==> src/rtl/op_lut_pkg.sv <==
// -----------------------------------------------------------------------------
// op_lut_pkg
// Shared constants for the output-port-lookup header snooping logic:
//   - byte offsets of the Ethernet/IPv4 header fields inside a 256-bit AXIS word
//     (byte 0 sits at [255:248])
//   - IPv4 header constants (plain 20-byte header ver/IHL, TTL decrement adjust)
//   - FSM encoding and the packed result record stored in the result FIFO
// -----------------------------------------------------------------------------
package op_lut_pkg;

   localparam int C_AXIS_W = 256;

   // MSB position of byte b within a bus word
   function automatic int byte_msb(input int b);
      return C_AXIS_W - 1 - 8 * b;
   endfunction

   localparam int C_IP_HDR_BYTE  = 14;   // ver/IHL, first IPv4 byte
   localparam int C_TTL_BYTE     = 22;
   localparam int C_CSUM_BYTE    = 24;
   localparam int C_W1_HW_BYTE   = 0;    // last IPv4 halfword spills into word 1

   localparam int C_VER_IHL_MSB  = byte_msb(C_IP_HDR_BYTE);
   localparam int C_TTL_MSB      = byte_msb(C_TTL_BYTE);
   localparam int C_CSUM_MSB     = byte_msb(C_CSUM_BYTE);
   localparam int C_W1_HW_MSB    = byte_msb(C_W1_HW_BYTE);

   // bytes 14..31 of word 0 are nine header halfwords
   localparam int C_W0_HALFWORDS = 9;

   localparam logic [7:0]  C_VER_IHL_NO_OPT = 8'h45;
   localparam logic [15:0] C_TTL_DEC_ADJ    = 16'h0100;
   localparam logic [15:0] C_CSUM_OK        = 16'hFFFF;

   localparam int C_RESULT_W = 27;

   typedef enum logic [1:0] {
      ST_WORD0    = 2'd0,
      ST_WORD1    = 2'd1,
      ST_WAIT_EOP = 2'd2
   } ip_state_e;

   typedef struct packed {
      logic        is_good;
      logic        has_options;
      logic        ttl_good;
      logic [7:0]  new_ttl;
      logic [15:0] new_csum;
   } ip_result_t;

endpackage

==> src/rtl/fallthrough_small_fifo.sv <==
// -----------------------------------------------------------------------------
// fallthrough_small_fifo
// Small first-word-fallthrough FIFO: the head entry is visible on dout
// whenever empty is low; rd_en pops it.
//   clk, reset   : clock, synchronous active-high reset (empties the FIFO)
//   din, wr_en   : push port; a push while full (and not popping) is dropped
//   rd_en        : pop the head; ignored while empty
//   dout         : head entry
//   full         : count == depth
//   nearly_full  : count >= depth-1
//   empty        : count == 0
// -----------------------------------------------------------------------------
module fallthrough_small_fifo #(
   parameter int WIDTH          = 27,
   parameter int MAX_DEPTH_BITS = 2
) (
   input  logic             clk,
   input  logic             reset,
   input  logic [WIDTH-1:0] din,
   input  logic             wr_en,
   input  logic             rd_en,
   output logic [WIDTH-1:0] dout,
   output logic             full,
   output logic             nearly_full,
   output logic             empty
);

   localparam int DEPTH = 1 << MAX_DEPTH_BITS;
   localparam logic [MAX_DEPTH_BITS:0] C_FULL   = {1'b1, {MAX_DEPTH_BITS{1'b0}}};
   localparam logic [MAX_DEPTH_BITS:0] C_NEARLY = {1'b0, {MAX_DEPTH_BITS{1'b1}}};

   logic [WIDTH-1:0]          r_mem [DEPTH];
   logic [MAX_DEPTH_BITS-1:0] r_wr_ptr;
   logic [MAX_DEPTH_BITS-1:0] r_rd_ptr;
   logic [MAX_DEPTH_BITS:0]   r_count;
   logic                      w_do_rd;
   logic                      w_do_wr;

   assign w_do_rd = rd_en && (r_count != '0);
   // a pop in the same cycle frees the slot the push needs
   assign w_do_wr = wr_en && ((r_count != C_FULL) || w_do_rd);

   assign dout        = r_mem[r_rd_ptr];
   assign empty       = (r_count == '0);
   assign full        = (r_count == C_FULL);
   assign nearly_full = (r_count >= C_NEARLY);

   always_ff @(posedge clk) begin
      if (reset) begin
         r_wr_ptr <= '0;
         r_rd_ptr <= '0;
         r_count  <= '0;
      end else begin
         if (w_do_wr) r_wr_ptr <= r_wr_ptr + 1'b1;
         if (w_do_rd) r_rd_ptr <= r_rd_ptr + 1'b1;
         case ({w_do_wr, w_do_rd})
            2'b10:   r_count <= r_count + 1'b1;
            2'b01:   r_count <= r_count - 1'b1;
            default: r_count <= r_count;
         endcase
      end
   end

   always_ff @(posedge clk) begin
      if (w_do_wr) r_mem[r_wr_ptr] <= din;
   end

endmodule

==> src/rtl/ip_checksum_ttl.sv <==
// -----------------------------------------------------------------------------
// ip_checksum_ttl
// Snoops an AXIS packet stream (Ethernet + IPv4), verifies the IPv4 header
// checksum, checks/decrements TTL and queues one result record per packet.
//   clk, reset          : clock, synchronous active-high reset
//   in_tdata            : snooped word, byte 0 at [255:248]
//   in_tlast            : last word of packet
//   in_word_vld         : word accepted upstream this cycle
//   in_rdy              : result FIFO can take another packet
//   rd_checksum         : pop head result
//   ip_checksum_vld     : result available
//   ip_checksum_is_good : header checksum verifies (0 for single-word packets)
//   ip_hdr_has_options  : ver/IHL != 0x45 (1 for single-word packets)
//   ip_ttl_is_good      : TTL > 1
//   ip_new_ttl          : TTL-1 mod 256
//   ip_new_checksum     : checksum after TTL decrement
// Build option IP_CHECKSUM_VERIFY_EN: when defined, the one's-complement sum
// is built and checked; otherwise is_good is 1 for every multi-word packet.
// -----------------------------------------------------------------------------
module ip_checksum_ttl
   import op_lut_pkg::*;
#(
   parameter int C_S_AXIS_DATA_WIDTH  = 256,
   parameter int INFO_FIFO_DEPTH_BITS = 2
) (
   input  logic                           clk,
   input  logic                           reset,
   input  logic [C_S_AXIS_DATA_WIDTH-1:0] in_tdata,
   input  logic                           in_tlast,
   input  logic                           in_word_vld,
   output logic                           in_rdy,
   input  logic                           rd_checksum,
   output logic                           ip_checksum_vld,
   output logic                           ip_checksum_is_good,
   output logic                           ip_hdr_has_options,
   output logic                           ip_ttl_is_good,
   output logic [7:0]                     ip_new_ttl,
   output logic [15:0]                    ip_new_checksum
);

   function automatic logic [15:0] ones_add16(input logic [15:0] a, input logic [15:0] b);
      logic [16:0] t;
      t = {1'b0, a} + {1'b0, b};
      return t[15:0] + {15'd0, t[16]};
   endfunction

   ip_state_e   r_state;
   ip_state_e   w_state_nxt;
   logic        w_take_w0;
   logic        w_take_w1;

   logic [7:0]  r_w0_ttl;
   logic [15:0] r_w0_csum;
   logic [7:0]  r_w0_verihl;

   logic        r_vld_p0;
   logic        r_single_p0;
   logic [7:0]  r_ttl_p0;
   logic [15:0] r_csum_p0;
   logic [7:0]  r_verihl_p0;
   ip_result_t  w_res_p0;

   logic        r_vld_p1;
   ip_result_t  r_res_p1;

   logic [C_RESULT_W-1:0] w_fifo_dout;
   ip_result_t  w_head;
   ip_result_t  w_out;
   logic        w_fifo_full;
   logic        w_fifo_nearly_full;
   logic        w_fifo_empty;
   logic        w_unused_bits;

`ifdef IP_CHECKSUM_VERIFY_EN
   // 20-bit accumulation with end-around carries folded twice
   function automatic logic [15:0] fold_carries(input logic [19:0] s);
      logic [16:0] t1;
      t1 = {1'b0, s[15:0]} + {13'd0, s[19:16]};
      return t1[15:0] + {15'd0, t1[16]};
   endfunction

   logic [19:0] w_sum9;
   logic [19:0] r_w0_sum;
   logic [19:0] r_sum_p0;

   always_comb begin
      w_sum9 = '0;
      for (int i = 0; i < C_W0_HALFWORDS; i++)
         w_sum9 = w_sum9 + {4'd0, in_tdata[C_VER_IHL_MSB - 16*i -: 16]};
   end
`endif

   assign w_take_w0 = in_word_vld && (r_state == ST_WORD0);
   assign w_take_w1 = in_word_vld && (r_state == ST_WORD1);

   always_comb begin
      w_state_nxt = r_state;
      if (in_word_vld) begin
         case (r_state)
            ST_WORD0:    w_state_nxt = in_tlast ? ST_WORD0 : ST_WORD1;
            ST_WORD1:    w_state_nxt = in_tlast ? ST_WORD0 : ST_WAIT_EOP;
            ST_WAIT_EOP: w_state_nxt = in_tlast ? ST_WORD0 : ST_WAIT_EOP;
            default:     w_state_nxt = ST_WORD0;
         endcase
      end
   end

   always_ff @(posedge clk) begin
      if (reset) begin
         r_state  <= ST_WORD0;
         r_vld_p0 <= 1'b0;
         r_vld_p1 <= 1'b0;
      end else begin
         r_state  <= w_state_nxt;
         r_vld_p0 <= (w_take_w0 && in_tlast) || w_take_w1;
         r_vld_p1 <= r_vld_p0;
      end
   end

   // ---- stage p0: header fields captured, sum of all ten halfwords ----
   always_ff @(posedge clk) begin
      if (w_take_w0) begin
         r_w0_ttl    <= in_tdata[C_TTL_MSB -: 8];
         r_w0_csum   <= in_tdata[C_CSUM_MSB -: 16];
         r_w0_verihl <= in_tdata[C_VER_IHL_MSB -: 8];
`ifdef IP_CHECKSUM_VERIFY_EN
         r_w0_sum    <= w_sum9;
`endif
      end
      // a single-word packet takes its fields straight from word 0
      if (w_take_w0 || w_take_w1) begin
         r_single_p0 <= w_take_w0;
         r_ttl_p0    <= w_take_w0 ? in_tdata[C_TTL_MSB -: 8]      : r_w0_ttl;
         r_csum_p0   <= w_take_w0 ? in_tdata[C_CSUM_MSB -: 16]    : r_w0_csum;
         r_verihl_p0 <= w_take_w0 ? in_tdata[C_VER_IHL_MSB -: 8]  : r_w0_verihl;
`ifdef IP_CHECKSUM_VERIFY_EN
         r_sum_p0    <= r_w0_sum + {4'd0, in_tdata[C_W1_HW_MSB -: 16]};
`endif
      end
   end

   always_comb begin
      w_res_p0             = '0;
      w_res_p0.ttl_good    = (r_ttl_p0 > 8'd1);
      w_res_p0.new_ttl     = r_ttl_p0 - 8'd1;
      // TTL sits in the high byte of its halfword, so the stored complement rises by 0x0100
      w_res_p0.new_csum    = ones_add16(r_csum_p0, C_TTL_DEC_ADJ);
      w_res_p0.has_options = r_single_p0 || (r_verihl_p0 != C_VER_IHL_NO_OPT);
`ifdef IP_CHECKSUM_VERIFY_EN
      w_res_p0.is_good     = !r_single_p0 && (fold_carries(r_sum_p0) == C_CSUM_OK);
`else
      w_res_p0.is_good     = !r_single_p0;
`endif
   end

   // ---- stage p1: finished result record, pushed into the FIFO ----
   always_ff @(posedge clk) begin
      r_res_p1 <= w_res_p0;
   end

   fallthrough_small_fifo #(
      .WIDTH          (C_RESULT_W),
      .MAX_DEPTH_BITS (INFO_FIFO_DEPTH_BITS)
   ) u_result_fifo (
      .clk         (clk),
      .reset       (reset),
      .din         (r_res_p1),
      .wr_en       (r_vld_p1),
      .rd_en       (rd_checksum),
      .dout        (w_fifo_dout),
      .full        (w_fifo_full),
      .nearly_full (w_fifo_nearly_full),
      .empty       (w_fifo_empty)
   );

   // nearly_full leaves room for the packet already in the pipeline
   assign in_rdy          = !w_fifo_nearly_full;
   assign ip_checksum_vld = !w_fifo_empty;

   // outputs read zero while nothing is queued (including right after reset)
   assign w_head = w_fifo_dout;
   assign w_out  = w_fifo_empty ? '0 : w_head;

   assign ip_checksum_is_good = w_out.is_good;
   assign ip_hdr_has_options  = w_out.has_options;
   assign ip_ttl_is_good      = w_out.ttl_good;
   assign ip_new_ttl          = w_out.new_ttl;
   assign ip_new_checksum     = w_out.new_csum;

   assign w_unused_bits = ^in_tdata ^ w_fifo_full;

endmodule
==> config.mk <==
export PLATFORM = sky130hd
export DESIGN_NAME = ip_checksum_ttl
export DESIGN_NICKNAME = d
export VERILOG_FILES = /design/src/rtl/op_lut_pkg.sv /design/src/rtl/fallthrough_small_fifo.sv /design/src/rtl/ip_checksum_ttl.sv
export SDC_FILE = /design/constraint.sdc
export NUM_CORES = 1
export LEC_CHECK = 0
export BUFFER_PORTS_ARGS = -buffer_cell sky130_fd_sc_hd__buf_2
export CORE_MARGIN = 2
export CORE_UTILIZATION = 41
export DETAILED_ROUTE_END_ITERATION = 10
export GPL_TIMING_DRIVEN = 0
export HOLD_SLACK_MARGIN = 0.1
export PLACE_DENSITY = 0.68
export SYNTH_ARGS = -nofsm -noshare
export SYNTH_HDL_FRONTEND = slang
export SYNTH_SLANG_ARGS = --single-unit
==> constraint.sdc <==
create_clock -name clk -period 2.7 [get_ports clk]
set_input_delay 0.135 -clock clk [delete_from_list [all_inputs] [get_ports clk]]
set_output_delay 0.135 -clock clk [all_outputs]
set_load 0.03 [all_outputs]
Word-level counts from Yosys, hierarchy flattened
Memories as Yosys holds them, arrays and structs flattened. A register that Yosys moved wholly into a read port is not among the register bits.
Cells that the tools add are included.

word-level totals
  bits in registers = 103
  bits in writable memories = 108
  bits of input ports = 261
  output and inout bits = 29
  logic and storage cells = 63
  memories = 1

cells by class
  add/subtract/negate cells = 7
  magnitude comparators = 2
  eq/ne operators = 6
  multiplexer cells = 12
  reduce and logical (&&, ||, !) cells = 17

memories
  memory               words  bits a word  read ports  clocked after Yosys merged registers in  write ports  line                          source
  u_result_fifo.r_mem  4      27           1           1                                        1            fallthrough_small_fifo.sv:32  logic [WIDTH-1:0] r_mem [DEPTH];

operators with widths
  operator                 number
  $mux W27                 1
  $add A16 B9 Y17 const B  1
  $add A16 B1 Y16          1
  $mux W16                 1
  $mux W8                  2
  $gt A8 B1 Y1 const B     1
  $ne A8 B7 Y1 const B     1
  $sub A8 B1 Y8 const B    1
  $mux W2                  3
  $pmux W3 S2              1
  $logic_and A1 B1 Y1      5
  $add A2 B1 Y2 const B    2
  $eq A2 B1 Y1 const B     2
  $eq A2 B2 Y1 const B     2
  $logic_or A1 B1 Y1       4
  $pmux W2 S2              1
  $add A3 B1 Y3 const B    1
  $ge A3 B2 Y1 const B     1
  $logic_not A1 Y1         3
  $logic_not A3 Y1         1
  $mux W1                  3
  $ne A3 B3 Y1 const B     1
  $reduce_bool A3 Y1       1
  $sub A3 B1 Y3 const B    1
  3 further kinds          3

Longest topological paths before layout
Gate-level depths: netlist (run 1).

  word-level depth = 6
  gate-level depth with buffers = 9

Hierarchy
From an unflattened synthesis (run 1), not the netlist that was laid out.

second synthesis, totals
  cells, all modules = 486
  area, all modules = 8070.2 µm²

modules (own cells, without submodules)
  module                  times used  cells an instance  area an instance (µm²)
  fallthrough_small_fifo  1           201                4425.5
  ip_checksum_ttl         1           285                3644.7

Least setup slack after synthesis (run 1)
Ideal clock, no wire load.

  path kind = flip-flop to flip-flop
  start point = register u_result_fifo.r_count[2]
  end point = register u_result_fifo.r_count[2]
  library setup time = 0.071 ns
  arrival time = 2.098 ns
  slack = 0.532 ns
  stages on the path, launching flop included = 10
  path buffers = 0
  clock period less this slack = 2.168 ns
  cell sequence = dfxtp_1 > inv_1 > o41a_1 > inv_1 > ha_1 > inv_1 > fa_1 > xor2_1 > or3_1 > a21oi_1

on the way
  cells in the longest elaborated chain, start to end = 6
  elaborated cells between the ends (all ways) = 11
  those cells by class = add/sub (2); eq/ne (3); mux (1); reduce/logical (5)

RTL lines
  element                                            line                          source
  from (decl)                                        fallthrough_small_fifo.sv:35  logic [MAX_DEPTH_BITS:0] r_count;
  from (signal assigned)                             fallthrough_small_fifo.sv:57  2'b10: r_count <= r_count + 1'b1;
  from (signal assigned)                             fallthrough_small_fifo.sv:58  2'b01: r_count <= r_count - 1'b1;
  from (signal assigned)                             fallthrough_small_fifo.sv:59  default: r_count <= r_count;
  $reduce_bool A3 Y1                                 fallthrough_small_fifo.sv:39  assign w_do_rd = rd_en && (r_count != '0);
  $logic_and A1 B1 Y1                                fallthrough_small_fifo.sv:39
  $logic_or A1 B1 Y1                                 fallthrough_small_fifo.sv:41  assign w_do_wr = wr_en && ((r_count != C_FULL) || w_do_rd);
  $logic_and A1 B1 Y1                                fallthrough_small_fifo.sv:41
  $eq A2 B1 Y1 or $eq A2 B2 Y1 (tied branches)       fallthrough_small_fifo.sv:56  case ({w_do_wr, w_do_rd})
  $pmux W3 S2 or $reduce_bool A2 Y1 (tied branches)  -

Parallel ways exist; a longest one is shown, timed or not.
A chain may end at the register's enable or synchronous reset.

==> results by group, run 1 <==
STA
  • RSZ-0062 raised after global routing: no
  • Skew final: 0.02309 ns
  • Slew Limit Headroom: 0.4565
  • Final Hold Vio Count: 0
  • Final setup viols: 0
  • Worst slew pin tran: 0.8152 ns
  • Part of the cycle the worst path needs: 0.9355
  • Post-route minimum period: 2.526 ns
  • Slew Limit Fails: 0
  • FMAX: 395.9 MHz

Placement
  • Hpwl dp: 9139 um
  • GPL Wtd Cong: 0.8723
  • DP Area: 8463 um^2
  • Buffers on Ports: 65

CTS
  • CTS tree: done
  • H-tree depth: 1
  • Clock Tree Buf Depth: 3
  • Clock latency on the worst-skew pair: 0.49 ns
  • Sink Count: 213
  • Root Buffer: clkbuf_16
  • TritonCTS Buffers: 21
  • Clk slew on worst S/H paths: 0.06 ns

Synthesis
  • Post-synth top area cell: edfxtp_1
  • Synth warn: 0
  • Top cells by count, synth: edfxtp_1 (141), dfxtp_1 (72), and2_1 (34)
  • Ys flop type: edfxtp_1
  • Syn Std Cell Area: 7840 um^2
  • Gate Count Post-Synth: 454
  • Fraction of registers with async set or reset after synthesis: 0
  • Area contributors post-synth: edfxtp_1 (54%), dfxtp_1 (18%), mux4_2 (7.8%), mux2_2 (4.6%), and2_1 (2.7%)
  • Synthesized net count: 730
  • #FFs+latches synth: 213
  • Avg Cell Area, Syn: 17.27 um^2
  • Most common cell in the netlist: edfxtp_1
  • Area share of the largest cell type after synthesis: 0.5401
  • Number of synthesized flops with an enable pin: 141
  • Cell variety after synth: 41
  • Sequential area share after synthesis: 0.7239

Cells and area
  • Final Cell Area: 9537 um^2
  • Final Util: 0.5098
  • Filler cells: 1514
  • Share of cells above drive strength 1: 0.2912
  • Register Area: 5675 um^2
  • Area occupied by multi-input gates: 2058 um^2
  • Nets: 856
  • P&R area growth vs syn: 21.64%

Job
  • Max Cap Viol: 0

Floorplanning
  • Initial Utilization: 0.4191
  • Die Ht: 142.3 um
  • Row Count: 50
  • CORE AREA: 18710 um^2
  • Die Width: 142.3 um
  • Top Ports: 290
  • Die area: 20240 um^2

Power and ir drop
  • Power density over the cells: 786.1 nW/um^2
  • Peak supply drop: 0.0005338 V
  • Internal: 5783 uW
  • Clock share of power: 0.382
  • Logic gate share of total power: 0.102
  • Switch share: 0.2287
  • Sw Pwr: 1714 uW
  • Leakage power: 0.003433 uW
  • Part of the power in registers: 0.516

Critical path
  • Crit Path Class: reg2out
  • Reg2reg path depth: 9
  • CP peak stage delay: 0.47 ns
  • Cell Chain, Critical Path: clkbuf_1, clkbuf_2, mux4_2, and2_1, buf_2
  • Crit-path max FO: 10
  • Critical path required time: 2.57 ns
  • Worst setup EP type: output pin
  • CP max stage cell: clkbuf_1
  • CP Launch Type: register
  • Worst EP arrival: 2.39 ns

GRT
  • Grt total ovfl: 0
  • Global Route Usage Sum: 0.1414
  • Number of global-route vias before repair: 4349
  • Global-route wire length before repair: 22340 um
  • Antenna violations before repair: 0
  • Largest net degree at the start of global routing: 34

Min path
  • Worst min-delay path class: in2reg
  • Hold Path Depth: 4

Drt
  • Post-route antenna net violation count: 0
  • Avg Vias per Cell: 4.881
  • Initial drt markers: 249
  • DR vias: 4046
  • Drt total wl: 13900 um
  • DR WL/cell: 16.76 um
  • First-pass iteration count of the detailed router: 6
  • DRC violations left: 0

Status
  • Status: complete, no violations
[cell families (layout without fill, tap and decap cells)]
logic type,Yosys count,in the layout,synth area share
xor+xnor,27,27,0.03016
simple gates,96,96,0.06878
other cells,0,1,0
flops,213,213,0.7239
buf+inv,29,169,0.01436
mux,61,61,0.1261
fa+ha+maj,15,15,0.02490
compound gates,13,13,0.01181
[repair_timing]
item / 4_1_cts / 5_1_grt
endpoints found under the setup margin: 20 / 21
hold buffers: 37 / 0
buffers inserted: 0 / 1
resized for setup: 0 / 6
endpoints found under the hold margin: 68 / 0
[state kept, by name (all words and copies together), names as in the netlist, named ones only]
name and flops:
r_w0_csum 16, u_result_fifo.r_count 3, u_result_fifo.r_mem 108, r_vld_p0 1
r_csum_p0 16, r_verihl_p0 8, r_w0_verihl 8, u_result_fifo.r_rd_ptr 2
r_vld_p1 1, r_state 2, r_w0_ttl 8, u_result_fifo.r_wr_ptr 2
r_ttl_p0 8, r_res_p1 27, r_single_p0 1
[power groups by stage]
stage	combinational, uW	clock [uW]	sequential, uW
global route	834	3050	3900
detailed placement	728	0	3940
finish	765	2860	3870
CTS	770	2910	3870
floorplan	527	0	3900
global placement	708	0	3920
[metal layers]
layer	vias up	part of all wire	GRT usage
met2	101	0.47	0.2395
met3	26	0.047	0.02524
met1	1977	0.46	0.1867
met4	0	0.021	0.04368
li1	1942	-	-
met5	-	0	0
[final timing paths]
| path | from | to | slack, ns |
|---|---|---|---|
| hold reg to reg | r_single_p0$_DFFE_PP_ | r_res_p1[26]$_DFF_P_ | 0.41 |
| hold / removal | rd_checksum | register | 0.16 |
| setup / recovery | register | ip_new_checksum[6] | 0.17 |
| setup reg to reg | u_result_fifo.r_count[2]$_SDFFE_PP0P_ | u_result_fifo.r_count[2]$_SDFFE_PP0P_ | 0.22 |
[area by class of cell]
cell class / count / share of cell area
flip-flops and latches: 213 / 0.5951
multi-input cells: 212 / 0.2158
repair buffers: 103 / 0.07373
clock buffers: 25 / 0.05983
well taps: 234 / 0.03070
clock inverters: 12 / 0.01194
plain buffers: 13 / 0.006298
inverters: 16 / 0.006298
diodes: 1 / 0.0002624
[cells in the final DEF (no fill, tap or decap), types with 3 or more instances in the layout]
master / netlist / layout
xnor2_1: 17 / 17
mux4_2: 27 / 27
buf_2: 3 / 66
nand4_1: 3 / 3
nand2_1: 12 / 12
nor2_1: 18 / 18
dfxtp_1: 72 / 72
buf_1: 3 / 3
clkbuf_8: 0 / 3
dlygate4sd3_1: 0 / 37
and2_2: 0 / 4
mux2_2: 32 / 32
edfxtp_1: 141 / 141
clkbuf_1: 7 / 6
and2_1: 34 / 30
nor3b_1: 3 / 3
nand3_1: 8 / 8
inv_1: 16 / 16
clkbuf_16: 0 / 21
xor2_1: 10 / 10
clkinv_2: 0 / 7
a21oi_1: 4 / 4
ha_1: 14 / 14
[critical path: cells and delay by family, from the launching register on]
kind	cells	cell delay, ns
and+or+nand+nor	1	0.19
DFF	1	0.31
buffers and inverters	3	1.06
muxes	1	0.34
[per-stage QoR]
step | TNS [ns] | setup WS, ns | total power [uW] | hold slack (ns) | cells
2_1_floorplan | 0 | 0.5318 | 4422 | 0.2066 | 454
3_3_place_gp | 0 | 0.3470 | 4631 | 0.3309 | 753
3_5_place_dp | 0 | 0.2439 | 4671 | 0.3360 | 753
4_1_cts | -0.7364 | -0.06254 | 7558 | 0.1505 | 827
5_1_grt | 0 | 0.06387 | 7777 | 0.2163 | 828
6_report | 0 | 0.1743 | 7497 | 0.1596 | 829
Power figures use the tool's default switching activity.
==> inputs of run 2 (changes only) <==
--- a/config.mk
+++ b/config.mk
@@ -5,13 +5,15 @@
 export SDC_FILE = /design/constraint.sdc
 export NUM_CORES = 1
 export LEC_CHECK = 0
-export BUFFER_PORTS_ARGS = -buffer_cell sky130_fd_sc_hd__buf_2
+export CELL_PAD_IN_SITES_DETAIL_PLACEMENT = 1
+export CELL_PAD_IN_SITES_GLOBAL_PLACEMENT = 1
 export CORE_MARGIN = 2
-export CORE_UTILIZATION = 41
+export CORE_UTILIZATION = 50
 export DETAILED_ROUTE_END_ITERATION = 10
+export DONT_BUFFER_PORTS = 1
 export GPL_TIMING_DRIVEN = 0
 export HOLD_SLACK_MARGIN = 0.1
-export PLACE_DENSITY = 0.68
+export PLACE_DENSITY_LB_ADDON = 0.1
 export SYNTH_ARGS = -nofsm -noshare
 export SYNTH_HDL_FRONTEND = slang
 export SYNTH_SLANG_ARGS = --single-unit
==> run 2 against run 1 <==
Critical path type unchanged; combinational power decreased by 7.8%; critical path depth shrank 1; utilization rose by 9.4 points; final cell count fell by 10%; first-iteration DRC count down 15%; sequential share of layout area grew 2.1 points; clock-buffer cell count is 7 higher; power is 0.42% higher.
==> results by group, run 2 (same netlist as run 1, synthesis figures left out) <==
Status
  • Status: complete, no violations (unchanged)

CTS
  • Clk slew on worst S/H paths: 0.06 ns (about the same)
  • Root Buffer: clkbuf_16 (unchanged)
  • Clock Tree Buf Depth: 3 (unchanged)
  • Sink Count: 213 (unchanged)
  • Post-CTS setup buffers: 0 (unchanged)
  • H-tree depth: 1 (unchanged)
  • CTS tree: done (unchanged)
  • Clock latency on the worst-skew pair: 0.50 ns (was 0.49 ns)
  • TritonCTS Buffers: 22 (was 21)

Job
  • Max Cap Viol: 0 (unchanged)

Floorplanning
  • Die area: 16700 um^2 (was 20240 um^2)
  • CORE AREA: 15260 um^2 (was 18710 um^2)
  • Die Ht: 129.2 um (was 142.3 um)
  • Top Ports: 290 (unchanged)
  • Initial Utilization: 0.5138 (was 0.4191)
  • Die Width: 129.2 um (was 142.3 um)
  • Row Count: 45 (was 50)

Drt
  • DR WL/cell: 20.23 um (was 16.76 um)
  • Initial drt markers: 212 (was 249)
  • Post-route antenna net violation count: 0 (unchanged)
  • First-pass iteration count of the detailed router: 4 (was 6)
  • Drt total wl: 15010 um (was 13900 um)
  • DRC violations left: 0 (unchanged)
  • Avg Vias per Cell: 5.255 (was 4.881)
  • DR vias: 3899 (was 4046)

Placement
  • Hpwl dp: 9583 um (was 9139 um)
  • GPL Wtd Cong: 0.7527 (was 0.8723)
  • Pre-CTS WS: 0.1747 ns (was 0.2439 ns)
  • Buffers on Ports: 0 (was 65)

Min path
  • Worst min-delay path class: in2reg (unchanged)

STA
  • Setup TNS: 0 ns (unchanged)
  • Final setup viols: 0 (unchanged)
  • Slew Limit Fails: 0 (unchanged)
  • Fin Hold WS: 0.08146 ns (was 0.1596 ns)
  • Part of the cycle the worst path needs: 0.9306 (was 0.9355)
  • PnR worst setup slack: 0.1873 ns (was 0.1743 ns)
  • Post-route minimum period: 2.513 ns (was 2.526 ns)
  • Final Hold Vio Count: 0 (unchanged)
  • Slew Limit Headroom: 0.4505 (was 0.4565)
  • RSZ-0062 raised after global routing: no (unchanged)
  • FMAX: 398.0 MHz (was 395.9 MHz)
  • Skew final: 0.02093 ns (was 0.02309 ns)
  • Worst slew pin tran: 0.8242 ns (was 0.8152 ns)

Power and ir drop
  • Internal: 5811 uW (was 5783 uW)
  • Switch share: 0.2282 (was 0.2287)
  • Peak supply drop: 0.0005518 V (was 0.0005338 V)
  • Leakage power: 0.003157 uW (was 0.003433 uW)
  • Sw Pwr: 1718 uW (was 1714 uW)
  • Tot Pwr: 7529 uW (was 7497 uW)
  • Part of the power in registers: 0.515 (was 0.516)
  • Power density over the cells: 817.6 nW/um^2 (was 786.1 nW/um^2)
  • Clock share of power: 0.391 (was 0.382)
  • Logic gate share of total power: 0.094 (was 0.102)

GRT
  • Global Route Usage Sum: 0.1863 (was 0.1414)
  • Grt total ovfl: 0 (unchanged)
  • Largest net degree at the start of global routing: 34 (unchanged)
  • Global-route wire length before repair: 23230 um (was 22340 um)
  • Antenna violations before repair: 2 (was 0)
  • Number of global-route vias before repair: 4273 (was 4349)

Cells and area
  • Final Util: 0.6035 (was 0.5098)
  • Number of flip-flops in the largest register: 108 (unchanged)
  • Most common cell after layout, fill and taps aside: edfxtp_1 (unchanged)
  • Top Registers: u_result_fifo.r_mem: 108 flops, r_res_p1: 27 flops (unchanged)
  • Share of cells above drive strength 1: 0.2015 (was 0.2912)
  • Most frequent cells in the layout: edfxtp_1 (141), dfxtp_1 (72), dlygate4sd3_1 (37) (was edfxtp_1 (141), dfxtp_1 (72), buf_2 (66))
  • Nets: 791 (was 856)
  • Diodes inserted: 0 (was 1)
  • P&R area growth vs syn: 17.46% (was 21.64%)
  • Reg with most FFs: u_result_fifo.r_mem (unchanged)

Critical path
  • Critical path required time: 2.57 ns (about the same)
  • Crit Path Class: reg2out (unchanged)
  • Worst reg2reg setup slack: 0.22 ns (about the same)
  • Setup crit end: ip_new_ttl[6] (was ip_new_checksum[6])
  • CP Launch Type: register (unchanged)
  • Crit-path max FO: 10 (unchanged)
  • Reg2reg path depth: 9 (unchanged)
  • Worst setup EP type: output pin (unchanged)
  • Reg-to-reg startpoint: r_csum_p0[8]$_DFFE_PP_ (was u_result_fifo.r_count[2]$_SDFFE_PP0P_)
  • Worst EP arrival: 2.38 ns (was 2.39 ns)
  • End of the worst register-to-register path: r_res_p1[12]$_DFF_P_ (was u_result_fifo.r_count[2]$_SDFFE_PP0P_)
-- run 2: cell types whose count changed in the layout (fill, tap and decap cells not counted), sizes merged --
cell | before | now
clkinvlp | 2 | 0
diode | 1 | 0
buf | 70 | 5
clkbuf | 34 | 40
bufinv | 2 | 1
clkinv | 8 | 7
-- run 2: stage by stage --
step / cell area, um^2 / std cells
finish: 9209 / 742
global route: 9209 / 742
CTS: 9205 / 742
detailed placement: 8110 / 665
global placement: 8104 / 665
floorplan: 7840 / 454
-- run 2: worst max-delay path: stages (launching register included) --
cell and delay, ns:
dfxtp_1 0.31, clkbuf_1 0.42, clkbuf_2 0.41, mux4_2 0.44
and2_1 0.30
-- run 2: how the worst min path moves through the flow --
stage	slack [ns]	end	from	cells after the start
6_report	0.08	r_w0_csum[15]$_DFF_P_	in_word_vld	2
2_1_floorplan	0.21	r_state[1]$_SDFFE_PP0P_	reset	1
4_1_cts	0.10	r_w0_ttl[7]$_DFF_P_	in_word_vld	2
3_5_place_dp	0.21	r_state[1]$_SDFFE_PP0P_	reset	1
5_1_grt	0.12	r_w0_ttl[7]$_DFF_P_	in_word_vld	2
3_3_place_gp	0.21	r_state[1]$_SDFFE_PP0P_	reset	1
-- run 2: layout make-up --
type | instances | area [um^2]
clock inverters | 8 | 62.56
flip-flops and latches | 213 | 5675
multi-input cells | 212 | 2058
inverters | 16 | 60.06
clock buffers | 32 | 659.4
fillers | 1321 | 6050
well taps | 211 | 264.0
plain buffers | 13 | 58.81
repair buffers | 37 | 370.4
-- run 2: layer usage --
layer  vias to the layer above  routed length [um]  GRT usage
met5                         -                   0          0
met4                         0                 374    0.05243
met3                        31                1041    0.05202
met2                       105                6984     0.3000
met1                      1956                6609     0.2517
li1                       1807                   -          -
-- run 2: power by group through the flow --
stage / logic [uW] / clock network (uW) / registers (uW)
final: 705 / 2940 / 3880
after global routing: 770 / 3120 / 3900
after CTS: 711 / 3000 / 3880
after detailed placement: 663 / 0 / 3940
after floorplan: 527 / 0 / 3900
after global placement: 645 / 0 / 3930
-- run 2: timing repair --
action | 4_1_cts | 5_1_grt
hold buffers | 37 | 0
endpoints found under the hold margin | 77 | 0
cloned | 0 | 0
pin swaps | 0 | 0
resized for setup | 2 | 3
endpoints found under the setup margin | 12 | 9
==> inputs of run 3 (changes only) <==
--- a/config.mk
+++ b/config.mk
@@ -8,12 +8,13 @@
 export CELL_PAD_IN_SITES_DETAIL_PLACEMENT = 1
 export CELL_PAD_IN_SITES_GLOBAL_PLACEMENT = 1
 export CORE_MARGIN = 2
-export CORE_UTILIZATION = 50
+export CORE_UTILIZATION = 26
 export DETAILED_ROUTE_END_ITERATION = 10
 export DONT_BUFFER_PORTS = 1
 export GPL_TIMING_DRIVEN = 0
 export HOLD_SLACK_MARGIN = 0.1
 export PLACE_DENSITY_LB_ADDON = 0.1
+export SLEW_MARGIN = 20
 export SYNTH_ARGS = -nofsm -noshare
 export SYNTH_HDL_FRONTEND = slang
 export SYNTH_SLANG_ARGS = --single-unit
==> run 3 against run 2 <==
Clock skew decreased by 0.0045 ns; sequential cell count unchanged; sequential share of layout area decreased by 2.4 points; maximum frequency increased by 0.77%; sequential power about the same; cell area increased by 4.1%; register-to-register slack improved by 0.08 ns; worst setup slack improved by 0.019 ns; non-clock buffer count increased by 6; largest cell class unchanged.
==> results by group, run 3 (same netlist as run 1, synthesis figures left out) <==
STA
  • Worst slew pin tran: 0.7762 ns (was 0.8242 ns)
  • Part of the cycle the worst path needs: 0.9235 (was 0.9306)
  • Skew final: 0.01643 ns (was 0.02093 ns)
  • Slew Limit Fails: 0 (unchanged)
  • RSZ-0062 raised after global routing: no (unchanged)
  • Final Hold Vio Count: 0 (unchanged)
  • Slew Limit Headroom: 0.4825 (was 0.4505)
  • Setup TNS: 0 ns (unchanged)
  • Post-route minimum period: 2.494 ns (was 2.513 ns)
  • FMAX: 401.0 MHz (was 398.0 MHz)
  • Final setup viols: 0 (unchanged)

Cells and area
  • Most frequent cells in the layout: edfxtp_1 (141), dfxtp_1 (72), dlygate4sd3_1 (37) (unchanged)
  • Share of cells above drive strength 1: 0.2107 (was 0.2015)
  • Cell Count, Final, Fillers Out: 931 (was 742)
  • Reg with most FFs: u_result_fifo.r_mem (unchanged)
  • Number of flip-flops in the largest register: 108 (unchanged)
  • Nets: 799 (was 791)
  • Final Util: 0.3235 (was 0.6035)
  • Top Registers: u_result_fifo.r_mem: 108 flops, r_res_p1: 27 flops (unchanged)
  • Most common cell after layout, fill and taps aside: edfxtp_1 (unchanged)
  • Diodes inserted: 0 (unchanged)
  • P&R area growth vs syn: 22.28% (was 17.46%)

Critical path
  • Crit Path Class: reg2out (unchanged)
  • Worst EP arrival: 2.36 ns (was 2.38 ns)
  • Reg2reg path depth: 9 (unchanged)
  • Crit-path max FO: 10 (unchanged)
  • Critical path required time: 2.57 ns (about the same)
  • CP Launch Type: register (unchanged)
  • Reg-to-reg startpoint: r_csum_p0[8]$_DFFE_PP_ (unchanged)
  • Worst reg2reg setup slack: 0.30 ns (was 0.22 ns)
  • End of the worst register-to-register path: r_res_p1[12]$_DFF_P_ (unchanged)
  • Worst setup EP type: output pin (unchanged)

GRT
  • Global-route wire length before repair: 24370 um (was 23230 um)
  • Largest net degree at the start of global routing: 26 (was 34)
  • Global Route Usage Sum: 0.1027 (was 0.1863)
  • Number of global-route vias before repair: 4286 (was 4273)
  • Grt total ovfl: 0 (unchanged)
  • Antenna violations before repair: 0 (was 2)

Drt
  • DR WL/cell: 17.15 um (was 20.23 um)
  • DR vias: 3879 (was 3899)
  • Avg Vias per Cell: 4.166 (was 5.255)
  • First-pass iteration count of the detailed router: 4 (unchanged)
  • DRC violations left: 0 (unchanged)
  • Drt total wl: 15960 um (was 15010 um)
  • Initial drt markers: 163 (was 212)
  • Post-route antenna net violation count: 0 (unchanged)

Min path
  • Min-Delay Endpoint: u_result_fifo.r_wr_ptr[0]$_SDFFE_PP0P_ (was r_w0_csum[15]$_DFF_P_)
  • Hold Path Origin: rd_checksum (was in_word_vld)
  • Hold Path Depth: 3 (was 2)
  • Worst min-delay path class: in2reg (unchanged)

CTS
  • CTS tree: done (unchanged)
  • TritonCTS Buffers: 24 (was 22)
  • Root Buffer: clkbuf_16 (unchanged)
  • Sink Count: 213 (unchanged)
  • Clk slew on worst S/H paths: 0.06 ns (about the same)
  • Clock latency on the worst-skew pair: 0.51 ns (was 0.50 ns)
  • H-tree depth: 1 (unchanged)
  • Clock Tree Buf Depth: 3 (unchanged)

Placement
  • Buffers on Ports: 0 (unchanged)
  • Hpwl dp: 10790 um (was 9583 um)
  • Cells after DPL: 849 (was 665)
  • GPL Wtd Cong: 0.7047 (was 0.7527)

Floorplanning
  • Die Ht: 177.7 um (was 129.2 um)
  • Row Count: 63 (was 45)
  • Top Ports: 290 (unchanged)
  • CORE AREA: 29640 um^2 (was 15260 um^2)
  • Die Width: 177.7 um (was 129.2 um)
  • Initial Utilization: 0.2645 (was 0.5138)
  • Die area: 31560 um^2 (was 16700 um^2)

Power and ir drop
  • Peak supply drop: 0.0003732 V (was 0.0005518 V)
  • Power density over the cells: 799.4 nW/um^2 (was 817.6 nW/um^2)
  • Leakage power: 0.003218 uW (was 0.003157 uW)

Status
  • Status: complete, no violations (unchanged)

Job
  • Max Cap Viol: 0 (unchanged)
## run 3: changes by cell type in the layout (fill, tap and decap cells not counted), moves of 2 or more
cell      previous run  this run
clkinv_1             2         5
buf_4                0         2
buf_12               0         5
clkinv_2             5         2
## run 3: worst max-delay path, cell delays in order (launching register included)
cell and delay (ns):
dfxtp_1 0.30, buf_2 0.30, clkbuf_4 0.37, mux4_2 0.58
and2_1 0.29
## run 3: what timing repair did
item,in CTS,in global routing
setup endpoints to repair,20,22
hold buffers,37,0
resized for setup,3,4
buffers inserted,0,2
gates cloned,0,0
hold endpoints to repair,85,0
## run 3: where the power goes
part           switching [uW]  internal (uW)  total (uW)  leakage, uW
combinational             427            293         720     0.000974
sequential                127           3750        3870      0.00187
clock                    1230           1840        3070     0.000368
total                    1780           5880        7660      0.00322
## run 3: cell type report
cell class,count,area (um^2)
Tap cell,390,488.0
Sequential cell,213,5675
Buffer,12,58.81
Multi-Input combinational cell,212,2058
Fill cell,3078,20050
Clock inverter,10,82.58
Clock buffer,34,678.2
Inverter,16,60.06
Timing Repair Buffer,44,485.5
## run 3: metrics by stage
step / instance area [um^2] / total power, uW / hold WS, ns / worst slack (ns)
after detailed placement: 8434 / 4638 / 0.2096 / 0.1456
after global placement: 8328 / 4607 / 0.2085 / 0.1096
after CTS: 9569 / 7798 / 0.1322 / 0.01276
final: 9587 / 7664 / 0.1483 / 0.2065
after floorplan: 7840 / 4422 / 0.2066 / 0.5318
after global routing: 9587 / 7996 / 0.1749 / 0.01044
## run 3: worst max path at each step
stage                                                      from                               endpoint  slack (ns)  depth (start not counted)
after floorplan           u_result_fifo.r_count[2]$_SDFFE_PP0P_  u_result_fifo.r_count[2]$_SDFFE_PP0P_        0.53                          9
after global placement    u_result_fifo.r_count[0]$_SDFFE_PP0P_    u_result_fifo.r_mem[0][8]$_DFFE_PP_        0.11                          2
after detailed placement                 r_csum_p0[8]$_DFFE_PP_                   r_res_p1[15]$_DFF_P_        0.15                          8
after CTS                                              register                     ip_hdr_has_options        0.01                          4
after global routing                     r_csum_p0[8]$_DFFE_PP_                   r_res_p1[12]$_DFF_P_        0.01                          9
final                                                  register                     ip_hdr_has_options        0.21                          4
## run 3: per-layer routing
metal | vias to the layer above | wire length (um) | GRT usage
met5 | - | 0 | 0
met4 | 0 | 385 | 0.03142
met3 | 27 | 800 | 0.02528
met2 | 84 | 7183 | 0.1638
met1 | 1940 | 7594 | 0.1378
li1 | 1828 | - | -
